**config.mk**
```make
export PLATFORM = sky130hd
export DESIGN_NAME = uart_fw_loader
export DESIGN_NICKNAME = d
export VERILOG_FILES = /design/src/rtl/uart_fw_loader_pkg.sv /design/src/rtl/uart_fw_loader_byte_packer.sv /design/src/rtl/uart_fw_loader.sv
export SDC_FILE = /design/constraint.sdc
export NUM_CORES = 1
export LEC_CHECK = 0
export ABC_AREA = 1
export ABC_CLOCK_PERIOD_IN_PS = 7500
export BUFFER_PORTS_ARGS = -buffer_cell sky130_fd_sc_hd__buf_2
export CORE_ASPECT_RATIO = 0.5
export CORE_UTILIZATION = 50
export CTS_CLUSTER_SIZE = 30
export DETAILED_ROUTE_END_ITERATION = 7
export PLACE_DENSITY_LB_ADDON = 0.12
export SETUP_SLACK_MARGIN = 0.3
export SYNTH_ARGS = -nofsm -noshare
export SYNTH_HDL_FRONTEND = slang
export SYNTH_SLANG_ARGS = --single-unit
```
**constraint.sdc**
```tcl
create_clock -name clk -period 7.5 [get_ports clk]
set_input_delay 1.125 -clock clk [delete_from_list [all_inputs] [get_ports clk]]
set_output_delay 1.125 -clock clk [all_outputs]
set_load 0.01 [all_outputs]
```
**src/rtl/uart_fw_loader_pkg.sv**
```systemverilog
// Shared command codes and FSM state encoding for the UART firmware loader.
package uart_fw_loader_pkg;
  localparam logic [7:0] CMD_LOAD = 8'h01;
  localparam logic [7:0] CMD_RUN  = 8'h02;

  typedef enum logic [1:0] {
    ST_IDLE  = 2'd0,
    ST_LEN   = 2'd1,
    ST_DATA  = 2'd2,
    ST_WRITE = 2'd3
  } state_e;
endpackage

```
**src/rtl/uart_fw_loader_byte_packer.sv**
```systemverilog
// Packs payload bytes into little-endian 32-bit words with matching byte strobes.
module uart_fw_loader_byte_packer (
  input  logic        clk,
  input  logic        reset,
  input  logic        byte_valid,
  input  logic [7:0]  byte_data,
  input  logic        flush,
  input  logic        clear,
  output logic        word_done,
  output logic [31:0] wdata,
  output logic [3:0]  wstrb
);
  logic [1:0]  lane_q, lane_d;
  logic [31:0] data_q, data_d;
  logic [3:0]  strb_q, strb_d;

  always_comb begin
    lane_d    = lane_q;
    data_d    = data_q;
    strb_d    = strb_q;
    word_done = 1'b0;
    if (clear) begin
      // start every word from zero so unused lanes of a partial word read 0
      lane_d = '0;
      data_d = '0;
      strb_d = '0;
    end else if (byte_valid) begin
      data_d[{lane_q, 3'b000} +: 8] = byte_data;
      strb_d[lane_q]                = 1'b1;
      lane_d                        = lane_q + 2'd1;
      word_done                     = (lane_q == 2'd3) | flush;
    end
  end

  always_ff @(posedge clk or posedge reset) begin
    if (reset) begin
      lane_q <= '0;
      data_q <= '0;
      strb_q <= '0;
    end else begin
      lane_q <= lane_d;
      data_q <= data_d;
      strb_q <= strb_d;
    end
  end

  assign wdata = data_q;
  assign wstrb = strb_q;
endmodule

```
**src/rtl/uart_fw_loader.sv**
```systemverilog
// Parses LOAD/RUN frames from the UART byte stream and writes the image to firmware memory.
module uart_fw_loader
  import uart_fw_loader_pkg::*;
#(
  parameter int unsigned            FIRM_ADDR_W = 14,
  parameter logic [FIRM_ADDR_W-1:0] BASE_ADDR   = '0
) (
  input  logic                   clk,
  input  logic                   reset,
  input  logic                   rx_valid,
  input  logic [7:0]             rx_data,
  output logic                   rx_ready,
  output logic                   mem_valid,
  output logic [FIRM_ADDR_W-1:0] mem_addr,
  output logic [31:0]            mem_wdata,
  output logic [3:0]             mem_wstrb,
  input  logic                   mem_ready,
  output logic                   busy,
  output logic                   done,
  output logic                   err,
  output logic                   run
);
  localparam logic [32:0]            IMG_MAX   = 33'd1 << FIRM_ADDR_W;
  localparam logic [FIRM_ADDR_W-1:0] ADDR_STEP = FIRM_ADDR_W'(4);

  state_e                 state_q, state_d;
  logic [31:0]            cnt_q, cnt_d;
  logic [1:0]             len_idx_q, len_idx_d;
  logic [FIRM_ADDR_W-1:0] addr_q, addr_d;
  logic                   run_q, run_d;
  logic                   done_q, done_d;
  logic                   err_q, err_d;
  logic                   en_q, en_d;

  logic rx_fire;
  logic pk_valid, pk_flush, pk_clear, pk_word_done;

  assign rx_ready = en_q & (state_q != ST_WRITE);
  assign rx_fire  = rx_valid & rx_ready;
  assign pk_valid = rx_fire & (state_q == ST_DATA);
  assign pk_flush = (cnt_q == 32'd1);
  assign pk_clear = (state_q == ST_WRITE) & mem_ready;

  uart_fw_loader_byte_packer u_packer (
    .clk        (clk),
    .reset      (reset),
    .byte_valid (pk_valid),
    .byte_data  (rx_data),
    .flush      (pk_flush),
    .clear      (pk_clear),
    .word_done  (pk_word_done),
    .wdata      (mem_wdata),
    .wstrb      (mem_wstrb)
  );

  always_comb begin
    state_d   = state_q;
    cnt_d     = cnt_q;
    len_idx_d = len_idx_q;
    addr_d    = addr_q;
    run_d     = run_q;
    done_d    = 1'b0;
    err_d     = 1'b0;
    en_d      = 1'b1;
    case (state_q)
      ST_IDLE: begin
        if (rx_fire) begin
          if (rx_data == CMD_LOAD) begin
            state_d   = ST_LEN;
            cnt_d     = '0;
            len_idx_d = '0;
            addr_d    = BASE_ADDR;
          end else if (rx_data == CMD_RUN) begin
            run_d = 1'b1;
          end else begin
            err_d = 1'b1;
          end
        end
      end
      ST_LEN: begin
        if (rx_fire) begin
          // little-endian length: each new byte enters at the top and shifts down
          cnt_d     = {rx_data, cnt_q[31:8]};
          len_idx_d = len_idx_q + 2'd1;
          if (len_idx_q == 2'd3) begin
            if (cnt_d == 32'd0) begin
              done_d  = 1'b1;
              state_d = ST_IDLE;
            end else if ({1'b0, cnt_d} > IMG_MAX) begin
              err_d   = 1'b1;
              state_d = ST_IDLE;
            end else begin
              state_d = ST_DATA;
            end
          end
        end
      end
      ST_DATA: begin
        if (rx_fire) begin
          cnt_d = cnt_q - 32'd1;
          if (pk_word_done) state_d = ST_WRITE;
        end
      end
      ST_WRITE: begin
        if (mem_ready) begin
          addr_d = addr_q + ADDR_STEP;
          if (cnt_q == 32'd0) begin
            done_d  = 1'b1;
            state_d = ST_IDLE;
          end else begin
            state_d = ST_DATA;
          end
        end
      end
      default: state_d = ST_IDLE;
    endcase
  end

  always_ff @(posedge clk or posedge reset) begin
    if (reset) begin
      state_q   <= ST_IDLE;
      cnt_q     <= '0;
      len_idx_q <= '0;
      addr_q    <= '0;
      run_q     <= 1'b0;
      done_q    <= 1'b0;
      err_q     <= 1'b0;
      en_q      <= 1'b0;
    end else begin
      state_q   <= state_d;
      cnt_q     <= cnt_d;
      len_idx_q <= len_idx_d;
      addr_q    <= addr_d;
      run_q     <= run_d;
      done_q    <= done_d;
      err_q     <= err_d;
      en_q      <= en_d;
    end
  end

  assign mem_valid = (state_q == ST_WRITE);
  assign mem_addr  = addr_q;
  assign busy      = (state_q != ST_IDLE);
  assign done      = done_q;
  assign err       = err_q;
  assign run       = run_q;
endmodule

```
==> reports/qor.txt, run 1 <==
Mapped Area -> 5540 sq um
Setup bufs post-CTS -> 0
Wire per inst -> 15.2 microns
Final ANT Viol Nets -> 0
CTS clk-pin slew, worst paths -> 70 ps
CP top delay family -> buffers and inverters
First-pass GRT wire length -> 24.7 mm
Commonest non-fill, non-tap cells in the layout -> nand2_1, nand3_1, dfrtp_1
Grt ovf -> 0
DRC errors left -> 0
Synth Area in XOR/XNOR -> 1.11%
Leak -> 3.38 nW
Count of final hold-check violations -> 0
Total GRT Usage -> 27.5%
Critical path peak fanout -> 30
Pwr dens -> 400 nW/um^2
Root Buffer -> clkbuf_16
Vias post-DR -> 5,351
Clk sinks -> 90
EDFF count, synth -> 0
H-tree lvl count -> 3
Pin slew with the least headroom to its limit -> 856 ps
Synth area leader -> dfrtp_1
Crit path launch type -> flop
Largest net degree at the start of global routing -> 55
DR pass1 iterations -> 5
DRT iter0 DRCs -> 425
Share of layout cells above drive strength 1 -> 15.4%
Dominant synthesized flop cell -> dfrtp_1
Status -> finished clean
Crit Path Class -> reg2reg
Top cell type's share of synthesized area -> 40.6%
Synthesized flop and latch total -> 90
Cts hold-fix bufs -> 0
CTS Buf Count -> 9
# rows -> 26
Placeable Area -> 10,500 sq um
Vias in the first global route -> 4,947
TritonCTS clock tree -> yes
Fin nets -> 858
Max IR drop VDD -> 0.000215 V
Post-Route Skew -> 7.83 ps
Crit. End Element -> flop
Most common cell after layout, fill and taps aside -> nand2_1
IO Port Bufs -> 65
Die X -> 151 microns
Req. time, crit path -> 7780 ps
Mux contribution to synthesized area -> 0%
Worst slew margin relative to its limit -> 42.8%
Boundary Pins -> 68
Post-CTS Resized -> 0
Final worst-path cycle share -> 38.6%
Area Overhead vs Synth -> 12.9%
Avg Cell Area, Syn -> 7.15 sq um
Max-slew violations -> 0
Clk_lat worst skew -> 360 ps
Post-Synth Adder-Cell Area -> 2.93%
Leading post-synthesis cells by cell area -> dfrtp_1, nand2_1, nand3_1, nor2_1, inv_1
Yosys warns -> 0
Minimum clock period -> 2890 ps
WP buf/inv -> 4
CP arrival -> 3180 ps
Hold WS -> 474 ps
Max Fclk -> 0.346 GHz
RSZ-0062 raised after global routing -> false
Setup TNS -> 0 ps
Diode count -> 0
Synth Area in Simple Gates -> 34.7%
Worst hold path type -> reg2reg
Cells along the critical path -> inv_1, ha_1, inv_2, nand2_1, o21ai_2, nand3_4, inv_6, nand2_4, inv_4, nand2_1, o21ai_2
Synth Area in Compound Gates -> 12.2%
Largest family of logic cells by synthesized area -> simple AND/OR/NAND/NOR gates
Max stage delay cell, worst path -> inv_2
Initial antenna violation count -> 0
Post-synthesis cell type count -> 46
Final setup fails -> 0
Final wirelength -> 14.9 mm
Detail Placement HPWL -> 10.5 mm
Drt via density -> 5.47
Slowest cell delay on critical path -> 470 ps
Placer Congestion -> 0.888
Register area share after synthesis -> 40.6%
Die ar. -> 11,500 sq um
CTS max path bufs -> 2
Pwr Total -> 2.50 mW
Die height -> 76.5 microns
Effective utilization at floorplan -> 52.9%
Cells after Synth -> 775
Ys async rst share -> 100%
# Max-Cap Violations -> 0
## sequential cells by signal, indices dropped and copies added (netlist names)
| name | count |
|---|---|
| u_packer.wstrb | 4 |
| u_packer.wdata | 32 |
| en_q | 1 |
| len_idx_q | 2 |
| u_packer.lane_q | 2 |
| run | 1 |
| cnt_q | 32 |
| state_q | 2 |
| mem_addr | 12 |
| err | 1 |
| done | 1 |
## routing by layer
layer	wire length (microns)	global-route usage, %	vias up	part of all wire [%]
met3	971	5.81	13	6.5
li1	-	-	2636	-
met4	147	7.00	0	0.99
met5	0	0	-	0
met1	7520	41.1	2509	51
met2	6230	40.3	193	42
## layout make-up
class | count | area, sq um
sequential | 90 | 2250
clock inverter | 7 | 91.3
clock buffer | 9 | 225
inverter | 89 | 343
fill | 995 | 4220
tap | 140 | 175
multi-input combinational | 576 | 2830
timing repair buffer | 67 | 340
## cell usage after synthesis, drive strengths merged, types with 2 or more instances
cell type / number
a21oi: 16
buf: 14
clkbuf: 7
conb: 2
dfrtp: 90
ha: 13
inv: 88
nand2: 233
nand3: 93
nand3b: 2
nand4: 10
nor2: 97
nor3: 7
o21ai: 60
o22ai: 14
o31ai: 5
o41ai: 7
xnor2: 2
xor2: 5
## where the power goes
part / switching (mW) / total (mW) / leakage (nW) / internal [mW]
registers: 0.0847 / 0.641 / 1.18 / 0.556
logic: 0.968 / 1.37 / 2.05 / 0.399
clock network: 0.224 / 0.493 / 0.154 / 0.269
## metrics by stage
stage | utilization (%) | setup slack (ps) | cell area, sq um | std cells
after floorplan | - | 4040 | 5550 | 776
after global placement | 56.7 | 4610 | 5940 | 962
after detailed placement | 56.7 | 4610 | 5940 | 962
after CTS | 59.7 | 4620 | 6260 | 978
after global routing | 59.7 | 4390 | 6260 | 978
final | 59.7 | 4610 | 6260 | 978
## cell families (layout without fill, tap and decap cells)
logic type,count (synthesis),after routing
fa+ha+maj,13,13
buf+inv,110,172
flops,90,90
simple gates,444,444
xor+xnor,7,7
other cells,2,3
compound gates,109,109
## worst reg2reg max path, delay by kind of cell, from the launching register on
family          cells  cell delay [ps]
buf+inv             4             1090
simple gates        4              650
flops               1              400
fa+ha+maj           1              430
compound gates      2              260
## worst paths after layout
check,slack [ps],startpoint,depth (start not counted),to
max,4610,state_q[1]$_DFFE_PP0P_,11,cnt_q[7]$_DFFE_PP0P_
min,470,run$_DFFE_PP0P_,1,run$_DFFE_PP0P_
max reg2reg,4610,state_q[1]$_DFFE_PP0P_,11,cnt_q[7]$_DFFE_PP0P_
min reg2reg,470,run$_DFFE_PP0P_,1,run$_DFFE_PP0P_
max in group asynchronous,5540,reset,3,cnt_q[5]$_DFFE_PP0P_
min in group asynchronous,810,reset,2,u_packer.wstrb[1]$_DFFE_PP0P_
(Power assumes the default switching activity.)
==> inputs of run 2 (changes only) <==
--- a/config.mk
+++ b/config.mk
@@ -6,7 +6,7 @@
 export NUM_CORES = 1
 export LEC_CHECK = 0
 export ABC_AREA = 1
-export ABC_CLOCK_PERIOD_IN_PS = 7500
+export ABC_CLOCK_PERIOD_IN_PS = 2700
 export BUFFER_PORTS_ARGS = -buffer_cell sky130_fd_sc_hd__buf_2
 export CORE_ASPECT_RATIO = 0.5
 export CORE_UTILIZATION = 50
==> constraint.sdc (replaced) <==
create_clock -name clk -period 2.7 [get_ports clk]
set_input_delay 0.405 -clock clk [delete_from_list [all_inputs] [get_ports clk]]
set_output_delay 0.405 -clock clk [all_outputs]
set_load 0.01 [all_outputs]
==> run 2 against run 1 <==
Utilization grew 0.61 points. Cell count grew 0.72%. Global-route usage shrank 0.48 points. Worst setup slack lost 4100 ps. Sequential power grew to 2.8 times the previous value. Clock skew grew 4.4 ps. Flip-flop and latch count is the same. Largest power group unchanged.
==> reports/qor.txt, run 2 (synthesis results as in run 1) <==
Share of layout cells above drive strength 1 -> 16.1% (was 15.4%)
Boundary Pins -> 68 (unchanged)
Effective utilization at floorplan -> 52.9% (unchanged)
Pin slew with the least headroom to its limit -> 606 ps (was 856 ps)
Post-CTS Resized -> 0 (unchanged)
Final worst-path cycle share -> 82.0% (was 38.6%)
Req. time, crit path -> 2980 ps (was 7780 ps)
Grt ovf -> 0 (unchanged)
Max Fclk -> 0.452 GHz (was 0.346 GHz)
Final wirelength -> 14.7 mm (was 14.9 mm)
Max IR drop VDD -> 0.000571 V (was 0.000215 V)
Clk sinks -> 90 (unchanged)
Max-slew violations -> 0 (unchanged)
Worst slew margin relative to its limit -> 59.4% (was 42.8%)
RR Startpoint -> u_packer.lane_q[0]$_DFFE_PP0P_ (was state_q[1]$_DFFE_PP0P_)
Clk_lat worst skew -> 350 ps (was 360 ps)
Wire per inst -> 14.9 microns (was 15.2 microns)
IO Port Bufs -> 65 (unchanged)
Filler cell count -> 1,011 (was 995)
Pwr dens -> 1100 nW/um^2 (was 400 nW/um^2)
Setup TNS -> 0 ps (unchanged)
DRT iter0 DRCs -> 357 (was 425)
Leak -> 3.40 nW (was 3.38 nW)
First-pass GRT wire length -> 24.7 mm (about the same)
Pwr Total -> 6.93 mW (was 2.50 mW)
Final setup fails -> 0 (unchanged)
TritonCTS clock tree -> yes (unchanged)
Final core utilization -> 60.4% (was 59.7%)
Critical path peak fanout -> 8 (was 30)
Post-Route Skew -> 12.2 ps (was 7.83 ps)
Drt via density -> 5.43 (was 5.47)
DR pass1 iterations -> 5 (unchanged)
Placed Cells -> 969 (was 962)
Commonest non-fill, non-tap cells in the layout -> nand2_1, nand3_1, dfrtp_1 (unchanged)
H-tree lvl count -> 3 (unchanged)
Worst flop-to-flop path endpoint -> u_packer.wdata[0]$_DFFE_PP0P_ (was cnt_q[7]$_DFFE_PP0P_)
Worst Reg-to-Reg Cells -> 7 (was 11)
Placeable Area -> 10,500 sq um (unchanged)
Count of final hold-check violations -> 0 (unchanged)
Area Overhead vs Synth -> 14.0% (was 12.9%)
CTS max path bufs -> 2 (unchanged)
Setup bufs post-CTS -> 0 (unchanged)
CP arrival -> 2500 ps (was 3180 ps)
# rows -> 26 (unchanged)
Vias post-DR -> 5,345 (was 5,351)
Fin nets -> 865 (was 858)
Final ANT Viol Nets -> 0 (unchanged)
RSZ-0062 raised after global routing -> false (unchanged)
CTS Buf Count -> 9 (unchanged)
Die height -> 76.5 microns (unchanged)
# Max-Cap Violations -> 0 (unchanged)
Post-Layout Cell Count -> 985 (was 978)
CTS clk-pin slew, worst paths -> 70 ps (about the same)
Vias in the first global route -> 4,947 (unchanged)
Detail Placement HPWL -> 10.6 mm (was 10.5 mm)
Crit. End Element -> flop (unchanged)
Placer Congestion -> 0.870 (was 0.888)
Cts hold-fix bufs -> 0 (unchanged)
Register area -> 2250 sq um (unchanged)
Minimum clock period -> 2210 ps (was 2890 ps)
Die X -> 151 microns (unchanged)
Multi-input gate area -> 2840 sq um (was 2830 sq um)
Status -> finished clean (unchanged)
Crit path launch type -> flop (unchanged)
Die ar. -> 11,500 sq um (unchanged)
Crit Path Class -> reg2reg (unchanged)
Diode count -> 0 (unchanged)
Critical path origin -> u_packer.lane_q[0]$_DFFE_PP0P_ (was state_q[1]$_DFFE_PP0P_)
Initial antenna violation count -> 0 (unchanged)
Root Buffer -> clkbuf_16 (unchanged)
Most common cell after layout, fill and taps aside -> nand2_1 (unchanged)
DRC errors left -> 0 (unchanged)
R2r setup slk -> 490 ps (was 4610 ps)
Worst hold path type -> in2async (was reg2reg)
Largest net degree at the start of global routing -> 36 (was 55)
Total GRT Usage -> 27.1% (was 27.5%)
## run 2: cell types whose count changed in the layout (fill, tap and decap cells not counted), sizes merged
cell      previous run  this run
clkbuf               9        10
clkinv               2         3
clkinvlp             1         2
buf                 67        74
inv                 92        89
## run 2: worst max-delay path, stage by stage (launching register included)
cell	delay (ps)
dfrtp_1	500
clkinv_1	140
ha_1	320
inv_1	120
nand2_1	220
nor3_2	530
nand2_1	150
a21oi_1	170
## run 2: worst max path at each step
stage | to | cells past startpoint
2_1_floorplan | u_packer.wdata[0]$_DFFE_PP0P_ | 8
3_3_place_gp | mem_addr[5]$_DFFE_PP0P_ | 8
3_5_place_dp | mem_addr[2]$_DFFE_PP0P_ | 8
4_1_cts | mem_addr[2]$_DFFE_PP0P_ | 8
5_1_grt | u_packer.wdata[0]$_DFFE_PP0P_ | 7
6_report | u_packer.wdata[0]$_DFFE_PP0P_ | 7
## run 2: metrics by stage
stage               worst slack (ps)  hold WS (ps)  instance area (sq um)
CTS                              362          99.3                   6310
global route                     306           121                   6320
finish                           487          87.1                   6320
detailed placement               360           467                   6010
global placement                 484           463                   6010
floorplan                        668           471                   5550
## run 2: area by class of cell
| cell class | instances | area share (%) |
|---|---|---|
| inverters | 89 | 5.46 |
| clock buffers | 10 | 3.62 |
| repair buffers | 74 | 6.41 |
| multi-input cells | 576 | 45.0 |
| flip-flops and latches | 90 | 35.6 |
| clock inverters | 6 | 1.15 |
| well taps | 140 | 2.77 |
## run 2: per-layer routing
metal  share of wire, %  wire [microns]  vias to the layer above  track usage [%]
li1                   -               -                     2656                -
met1                 50            7330                     2475             41.6
met2                 41            6100                      195             38.6
met3                7.4            1080                       19             5.45
met4                1.4             199                        0             6.20
met5                  0               0                        -                0
## run 2: report_power, final
group	switching, mW	internal, mW	leakage, nW
Sequential	0.228	1.55	1.18
Combinational	2.72	1.14	2.08
Clock	0.569	0.728	0.144
